==> src/rtl/riscv_ctrl_pkg.sv <==
// Shared encodings for the multicycle RISC-V sequencing controller:
// FSM states, major opcodes, ALU operation and ALU B-source selects.
package riscv_ctrl_pkg;

  typedef enum logic [2:0] {
    S_FETCH  = 3'd0,
    S_DECODE = 3'd1,
    S_EXEC   = 3'd2,
    S_MEM    = 3'd3,
    S_WB     = 3'd4,
    S_HALT   = 3'd5
  } state_e;

  localparam logic [6:0] OP_R      = 7'b0110011;
  localparam logic [6:0] OP_IALU   = 7'b0010011;
  localparam logic [6:0] OP_LOAD   = 7'b0000011;
  localparam logic [6:0] OP_STORE  = 7'b0100011;
  localparam logic [6:0] OP_BRANCH = 7'b1100011;

  localparam logic [2:0] ALU_ADD   = 3'b000;
  localparam logic [2:0] ALU_SUB   = 3'b001;
  localparam logic [2:0] ALU_RTYPE = 3'b010;
  localparam logic [2:0] ALU_ITYPE = 3'b011;

  localparam logic [1:0] SRCB_RS2  = 2'b00;
  localparam logic [1:0] SRCB_FOUR = 2'b01;
  localparam logic [1:0] SRCB_IMM  = 2'b10;

endpackage

==> src/rtl/mc_perf_counters.sv <==
// Cycle and retired-instruction counters for the multicycle controller.
// Both wrap modulo 2^32 and freeze while the core is halted.
module mc_perf_counters (
  input  logic        clk,
  input  logic        reset,
  input  logic        halted,
  input  logic        retire,
  output logic [31:0] cycle_count,
  output logic [31:0] instret
);

  logic [31:0] cycle_q;
  logic [31:0] instret_q;

  // count live cycles and retirements, cleared by reset
  always_ff @(posedge clk or posedge reset) begin
    if (reset) begin
      cycle_q   <= '0;
      instret_q <= '0;
    end else begin
      if (!halted) cycle_q <= cycle_q + 32'd1;
      if (retire)  instret_q <= instret_q + 32'd1;
    end
  end

  assign cycle_count = cycle_q;
  assign instret     = instret_q;

endmodule

==> src/rtl/multicycle_controller.sv <==
// Multicycle FETCH/DECODE/EXEC/MEM/WB sequencer for the RISC-V datapath.
// Define MC_PERF_COUNTERS_EN to add the cycle_count/instret outputs.
module multicycle_controller
  import riscv_ctrl_pkg::*;
(
  input  logic        clk,
  input  logic        reset,
  input  logic [6:0]  opcode,
  input  logic        zero,
  input  logic        mem_ready,
  output logic        pc_write,
  output logic        ir_write,
  output logic        reg_write,
  output logic        mem_read,
  output logic        mem_write,
  output logic        alu_src_a,
  output logic [1:0]  alu_src_b,
  output logic [2:0]  alu_op,
  output logic        mem_to_reg,
  output logic        pc_src,
  output logic        halted,
  output logic [2:0]  state
`ifdef MC_PERF_COUNTERS_EN
  ,
  output logic [31:0] cycle_count,
  output logic [31:0] instret
`endif
);

  state_e state_q;
  state_e state_d;

  // next-state: X/Z or unknown opcodes and illegal codes fall into HALT
  always_comb begin
    state_d = state_q;
    case (state_q)
      S_FETCH:  if (mem_ready) state_d = S_DECODE;
      S_DECODE: begin
        case (opcode)
          OP_R, OP_IALU, OP_LOAD,
          OP_STORE, OP_BRANCH: state_d = S_EXEC;
          default:             state_d = S_HALT;
        endcase
      end
      S_EXEC: begin
        case (opcode)
          OP_R, OP_IALU:     state_d = S_WB;
          OP_LOAD, OP_STORE: state_d = S_MEM;
          OP_BRANCH:         state_d = S_FETCH;
          default:           state_d = S_HALT;
        endcase
      end
      S_MEM: begin
        case (opcode)
          OP_LOAD:  if (mem_ready) state_d = S_WB;
          OP_STORE: if (mem_ready) state_d = S_FETCH;
          default:  state_d = S_HALT;
        endcase
      end
      S_WB:    state_d = S_FETCH;
      S_HALT:  state_d = S_HALT;
      default: state_d = S_HALT;
    endcase
  end

  // state register, forced to FETCH asynchronously
  always_ff @(posedge clk or posedge reset) begin
    if (reset) state_q <= S_FETCH;
    else       state_q <= state_d;
  end

  // strobes decoded from state/opcode, gated by reset so nothing writes
  always_comb begin
    pc_write   = 1'b0;
    ir_write   = 1'b0;
    reg_write  = 1'b0;
    mem_read   = 1'b0;
    mem_write  = 1'b0;
    alu_src_a  = 1'b0;
    alu_src_b  = SRCB_RS2;
    alu_op     = ALU_ADD;
    mem_to_reg = 1'b0;
    pc_src     = 1'b0;
    halted     = 1'b0;
    case (state_q)
      S_FETCH: begin
        mem_read  = 1'b1;
        alu_src_b = SRCB_FOUR;
        ir_write  = mem_ready;
        pc_write  = mem_ready;
      end
      S_DECODE: alu_src_b = SRCB_IMM;
      S_EXEC: begin
        alu_src_a = 1'b1;
        case (opcode)
          OP_R:    alu_op = ALU_RTYPE;
          OP_IALU: begin
            alu_src_b = SRCB_IMM;
            alu_op    = ALU_ITYPE;
          end
          OP_LOAD, OP_STORE: alu_src_b = SRCB_IMM;
          OP_BRANCH: begin
            alu_op   = ALU_SUB;
            pc_src   = 1'b1;
            pc_write = zero;
          end
          default: alu_src_a = 1'b1;
        endcase
      end
      S_MEM: begin
        mem_read  = (opcode == OP_LOAD);
        mem_write = (opcode == OP_STORE);
      end
      S_WB: begin
        reg_write  = 1'b1;
        mem_to_reg = (opcode == OP_LOAD);
      end
      S_HALT:  halted = 1'b1;
      default: halted = 1'b0;
    endcase
    if (reset) begin
      pc_write   = 1'b0;
      ir_write   = 1'b0;
      reg_write  = 1'b0;
      mem_read   = 1'b0;
      mem_write  = 1'b0;
      alu_src_a  = 1'b0;
      alu_src_b  = SRCB_RS2;
      alu_op     = ALU_ADD;
      mem_to_reg = 1'b0;
      pc_src     = 1'b0;
      halted     = 1'b0;
    end
  end

  assign state = state_q;

`ifdef MC_PERF_COUNTERS_EN
  logic retire;
  logic halt_next;

  // the decode cycle that discovers an illegal opcode is not counted
  assign halt_next = (state_d == S_HALT);
  assign retire = (state_q == S_WB)
               || (state_q == S_MEM && opcode == OP_STORE && mem_ready)
               || (state_q == S_EXEC && opcode == OP_BRANCH);

  mc_perf_counters u_perf (
    .clk         (clk),
    .reset       (reset),
    .halted      (halt_next),
    .retire      (retire),
    .cycle_count (cycle_count),
    .instret     (instret)
  );
`endif

endmodule

==> config.mk <==
export PLATFORM = sky130hd
export DESIGN_NAME = multicycle_controller
export DESIGN_NICKNAME = d
export VERILOG_FILES = /design/src/rtl/riscv_ctrl_pkg.sv /design/src/rtl/mc_perf_counters.sv /design/src/rtl/multicycle_controller.sv
export SDC_FILE = /design/constraint.sdc
export NUM_CORES = 1
export LEC_CHECK = 0
export CORE_AREA = 4 4 41 43
export DETAILED_ROUTE_END_ITERATION = 8
export DIE_AREA = 0 0 45 47
export DONT_BUFFER_PORTS = 1
export HOLD_SLACK_MARGIN = 0.03
export SKIP_LAST_GASP = 1
export SYNTH_ARGS = -nofsm -noshare
export SYNTH_HDL_FRONTEND = slang
export SYNTH_HIERARCHICAL = 1
export SYNTH_SLANG_ARGS = --single-unit
==> constraint.sdc <==
create_clock -name clk -period 1.65 [get_ports clk]
set_input_delay 0.165 -clock clk [delete_from_list [all_inputs] [get_ports clk]]
set_output_delay 0.165 -clock clk [all_outputs]
set_load 0.1 [all_outputs]
==> flow_summary.toml, run 1 <==
[worst_setup_path]
critical_path_required_ps = 1480
end_kind = "output port"
worst_ep_arrival_time_ps = 1650
path_buf_inv = 2
worstPathCellList = "buf_8, a2111o_1, a211oi_4, buf_12"
critPathLaunch = "state[0]$_DFFE_PP0P_"
cp_max_fo = 8
cpPeakStageDelay_ps = 470
timing.rr.start = "state[0]$_DFFE_PP0P_"
critPathKind = "flop to output port"
slowest_stage = "dfrtp_4"
start_kind = "flop"
crit_family = "compound AO/OA/AOI/OAI gates"
r2r_slack_ps = -20

[placed_design]
dpl_cell_area_um2 = 862.1
numPortBuffers = 0
gp_congestion = 0.8467
dp_hpwl_mm = 1.258
dp.cells = 90

[routing]
drt_iter0_drc = 13
drc = 0
wirelength_mm = 1.799
vias = 590
first_pass_iters = 4
vias_per_cell = 5.842
detail-route-antenna-nets = 0
wl_per_cell_um = 17.81

[floorplan]
coreArea_um2 = 1301
rows = 13
ios = 28
die_y_um = 47
initial_core_util_pct = 31.54
die-area_um2 = 2115
die_w_um = 45

[sta]
slew_violations = 0
fin_ws_ps = -170.0
rsz0062_at_grt = "true"
hold_violations = 0
setup_violations = 10
min_period_over_period_pct = 110.3
max_freq_ghz = 0.5495
finalClockSkew_ps = 5.668
min_period_ps = 1820

[yosys]
synth_edf_count = 0
synthTopCellsByCount = "inv_1, nor2_1"
synth.distinct_cells = 33
synth_area_leaders = "dfrtp_1, o32a_1, inv_1, nand2b_1, nor2_1"
yosysWarningCount = 6
postSynthCellCount = 56
ys_ff_latch = 3
synthArstFlopShare_pct = 100.0
synth_ff_type = "dfrtp_1"
postSynthAreaPerCell_um2 = 7.328
syn-cell-area_um2 = 410.4
ys_seq_area_share_pct = 18.29
synth_top_area_share_pct = 18.29
syn_nets = 67
yosys.area.top_type = "dfrtp_1"

[cells_and_area]
nFillCells = 87
utilization_pct = 76.25
largest_reg_flops = 3
fin_area_um2 = 992.2
multi_input_area_um2 = 431.7
drive_gt1_share_pct = 67.44
nNetsFinal = 98
antenna_cells = 0
seq_area_um2 = 86.33
layout.cells.non_filler = 101
area_growth_pct = 141.8

[worst_hold_path]
hold_path_class = "primary input to flop"
min-delay-start = "mem_ready"

[power]
cellPowerDensity_nw_per_um2 = 1497
p_int_uw = 648.8
clkPwrFrac_pct = 9.2
power_leakage_nw = 0.3759
swShare_pct = 56.31
power_frac_comb_pct = 81.4
p_sw_uw = 836.2
power_mw = 1.485
ir_worst_vdd_v = 0.001034
p_seq_share_pct = 9.4

[global_routing]
grt_pass1_vias = 640
gr-total-overflow = 0
grt_pass1_wl_mm = 2.787
antenna_found_initial = 0
track_usage_pct = 18.99
grt_max_degree = 12

[cts]
tritoncts = "done"
clk_pin_slew_ps = 40
cts_buffers = 3
htreeDepth = 1
clock_latency_ps = 250
clk_path_buf_depth = 2
clock-sinks = 3
cts_root_buffer = "clkbuf_4"

[flow_run]
maxCapViolCount = 0

[outcome]
failed_checks = "negative setup slack"
outcome = "complete, but fails checks"
## metal layers
metal	up-vias	wire length, um	GRT usage [%]	share of wire [%]
met5	-	0	0	0
li1	266	-	-	-
met4	0	38	12.28	2.1
met2	26	1021	34.18	57
met3	5	118	3.831	6.6
met1	293	620	20.09	34
## cell usage in the layout, fill, tap and decap left out, types with 2 or more instances in the layout
cell type  synthesis  routed
buf_12             0      11
nand2b_1           3       2
o32a_1             2       2
dfrtp_4            0       3
buf_6              0       3
buf_8              0       2
a21oi_1            3       3
inv_1              5       4
clkbuf_4           0       3
nor4_4             0       3
buf_4              1      15
a31oi_1            2       2
nand3b_1           2       2
nor2_4             0       3
## repair_timing
| item | in CTS | in global routing |
|---|---|---|
| hold buffers | 1 | 0 |
| hold endpoints to repair | 3 | 0 |
| buffers inserted | 3 | 3 |
| pin swaps | 4 | 2 |
| resized for setup | 9 | 4 |
| setup endpoints to repair | 13 | 13 |
## worst register-to-register path, cell delays in order, from the launching register on
cell     delay, ps
dfrtp_4        410
buf_8          120
buf_4          110
buf_4          100
buf_4          110
buf_4          290
a31oi_1        130
o32a_1         290
## metrics by stage
stage / setup WS, ps / setup TNS (ps) / hold slack, ps
3_5_place_dp: 5.838 / 0 / -19.12
2_1_floorplan: -962.2 / -6363 / 332.5
3_3_place_gp: 30.34 / 0 / -25.62
4_1_cts: -169.8 / -987.3 / 121.4
5_1_grt: -209.4 / -1702 / 154.0
6_report: -170.0 / -1030 / 141.3
## power by group through the flow
stage / Sequential, mW / Clock [mW] / Combinational (mW)
CTS: 0.137 / 0.138 / 1.10
finish: 0.140 / 0.136 / 1.21
detailed placement: 0.129 / 0 / 1.01
floorplan: 0.323 / 0 / 0.594
global placement: 0.127 / 0 / 1.00
global route: 0.141 / 0.152 / 1.25
## final cells by class
cell class                      instances  area share, %
Sequential cell                         3          8.701
Timing Repair Buffer                   32          40.98
Inverter                                5          2.270
Tap cell                               15          1.892
Clock buffer                            4          2.648
Multi-Input combinational cell         42          43.51
## path summary, 6_finish.rpt
check / cells past startpoint / to
setup reg to reg: 7 / state[0]$_DFFE_PP0P_
max in group asynchronous: 2 / state[1]$_DFFE_PP0P_
setup / recovery: 4 / alu_src_b[1]
hold reg to reg: 2 / state[1]$_DFFE_PP0P_
min in group asynchronous: 2 / state[0]$_DFFE_PP0P_
hold / removal: 2 / state[1]$_DFFE_PP0P_
## cell families (layout without fill, tap and decap cells)
kind of cell / after synthesis / after routing / synth area share, %
compound gates: 16 / 16 / 30.49
buf+inv: 11 / 41 / 11.59
flops: 3 / 3 / 18.29
other cells: 1 / 1 / 0.9138
simple gates: 25 / 25 / 38.72
No activity file was read; power rests on OpenSTA's default activity.
==> run 2: changes to the inputs <==
Settings changed: RECOVER_POWER from default to 50, SETUP_SLACK_MARGIN from default to 0.4, SKIP_CTS_REPAIR_TIMING from default to 1.
==> run 2 against run 1 <==
Compared with the run above: the run still ends with negative setup slack left; via count decreased by 4.7%; die area unchanged; count of clock-buffer cells in the layout unchanged; non-clock buffer count decreased by 1; sequential power increased by 7%; flip-flop and latch count unchanged; first-iteration DRC count increased by 23%; worst hold slack got worse by 37 ps; global-route usage decreased by 2.7 points; largest power group unchanged; cell count decreased by 0.99%; largest cell class is now non-clock buffers; design area increased by 4.8%; wire length increased by 7.1%.
==> flow_summary.toml, run 2 (synthesis results as in run 1) <==
[cells_and_area]
largest_reg_flops = 3
area_growth_pct = 153.4
drive_gt1_share_pct = 67.06
nFillCells = 75
seq_area_um2 = 86.33
mostFrequentLayoutCells = "buf_12, buf_4, inv_1, buf_6"
multi_input_area_um2 = 432.9
final_common_cell = "buf_12"
antenna_cells = 0
utilization_pct = 79.90
nNetsFinal = 97

[cts]
cts_buffers = 3
clk_pin_slew_ps = 40
htreeDepth = 1
clock-sinks = 3
clk_path_buf_depth = 2
cts_root_buffer = "clkbuf_4"
clock_latency_ps = 250
tritoncts = "done"

[sta]
hold_violations = 0
setup_violations = 10
setup_tns_ps = -1049
worstMarginPinSlew_ps = 540.4
max_freq_ghz = 0.5489
min_period_over_period_pct = 110.4
fin_ws_ps = -171.9
rsz0062_at_grt = "true"
slew_violations = 0
min_period_ps = 1822
finalClockSkew_ps = 2.902
max-slew-margin-rel_pct = 64.13

[power]
power_leakage_nw = 0.3990
cellPowerDensity_nw_per_um2 = 1588
p_sw_uw = 876.0
power_frac_comb_pct = 82.4
ir_worst_vdd_v = 0.001178
p_int_uw = 774.8
swShare_pct = 53.07
power_mw = 1.651
clkPwrFrac_pct = 8.5
p_seq_share_pct = 9.1

[floorplan]
die_y_um = 47
die_w_um = 45
die-area_um2 = 2115
rows = 13
ios = 28
initial_core_util_pct = 31.54
coreArea_um2 = 1301

[flow_run]
maxCapViolCount = 0

[routing]
drc = 0
detail-route-antenna-nets = 0
vias_per_cell = 5.620
vias = 562
first_pass_iters = 4
drt_iter0_drc = 16
wl_per_cell_um = 19.27
wirelength_mm = 1.927

[worst_setup_path]
cp_max_fo = 5
r2r_end = "state[2]$_DFFE_PP0P_"
r2r_slack_ps = 250
start_kind = "flop"
end_kind = "output port"
critical_path_required_ps = 1480
critPathKind = "flop to output port"
ff2ff_path_depth = 4
timing.rr.start = "state[1]$_DFFE_PP0P_"
worst_ep_arrival_time_ps = 1660

[outcome]
failed_checks = "negative setup slack"
outcome = "complete, but fails checks"

[global_routing]
track_usage_pct = 16.26
grt_pass1_vias = 538
grt_max_degree = 12
antenna_found_initial = 0
grt_pass1_wl_mm = 2.539
gr-total-overflow = 0

[placed_design]
dp_hpwl_mm = 1.244
gp_congestion = 0.8346
numPortBuffers = 0

[worst_hold_path]
min_delay_worst_endpoint = "state[1]$_DFFE_PP0P_"
holdPathStages = 2
min-delay-start = "mem_ready"
hold_path_class = "primary input to flop"
[run 2: cell count changes in the layout (fill, tap and decap cells not counted)]
cell | previous run | this run
a21oi_1 | 3 | 2
clkbuf_16 | 0 | 2
buf_6 | 3 | 4
buf_4 | 15 | 9
nor2_1 | 1 | 2
buf_8 | 2 | 1
buf_12 | 11 | 13
clkbuf_2 | 0 | 1
a21oi_2 | 0 | 1
nor2_2 | 1 | 0
[run 2: worst max path at each step]
stage | start | end | slack, ps | cells after the start
after global placement | state[2]$_DFFE_PP0P_ | pc_src | 30 | 3
after floorplan | state[0]$_DFFE_PP0P_ | ir_write | -960 | 3
after detailed placement | state[2]$_DFFE_PP0P_ | alu_op[1] | 10 | 3
after global routing | state[1]$_DFFE_PP0P_ | mem_to_reg | -210 | 5
after CTS | state[2]$_DFFE_PP0P_ | alu_op[1] | -240 | 3
final | state[0]$_DFFE_PP0P_ | alu_src_b[1] | -170 | 4
[run 2: worst max-delay path, cell delays in order, from the launching register on]
cell and delay [ps]:
dfrtp_4 490, buf_8 140, a2111o_1 320, a211oi_4 250, buf_12 210
[run 2: cell type report]
cell class              count  area share (%)
clock buffers               4           2.527
inverters                   5           2.166
multi-input cells          42           41.64
flip-flops and latches      3           8.303
well taps                  15           1.805
repair buffers             31           43.56
[run 2: per-layer routing]
metal	part of all wire, %	track usage (%)	up-vias
met1	41	19.31	278
met3	5.2	3.831	2
met2	52	28.81	18
met5	0	0	-
met4	1.1	5.263	0
li1	-	-	264
[run 2: power groups by stage]
stage               clock (mW)  combinational [mW]  sequential, mW
global route             0.148                1.41           0.153
detailed placement           0                1.01           0.128
floorplan                    0               0.594           0.323
finish                   0.140                1.36           0.150
global placement             0                1.00           0.127
CTS                      0.133                1.02           0.128
[run 2: metrics by stage]
step / area, um^2 / std cells / hold slack (ps) / worst slack (ps)
floorplan: 573.1 / 56 / 332.5 / -962.2
global placement: 854.6 / 89 / -25.83 / 30.83
detailed placement: 854.6 / 89 / -27.73 / 14.11
CTS: 880.8 / 93 / -276.7 / -239.8
global route: 1040 / 100 / 133.1 / -209.9
finish: 1040 / 100 / 104.3 / -171.9
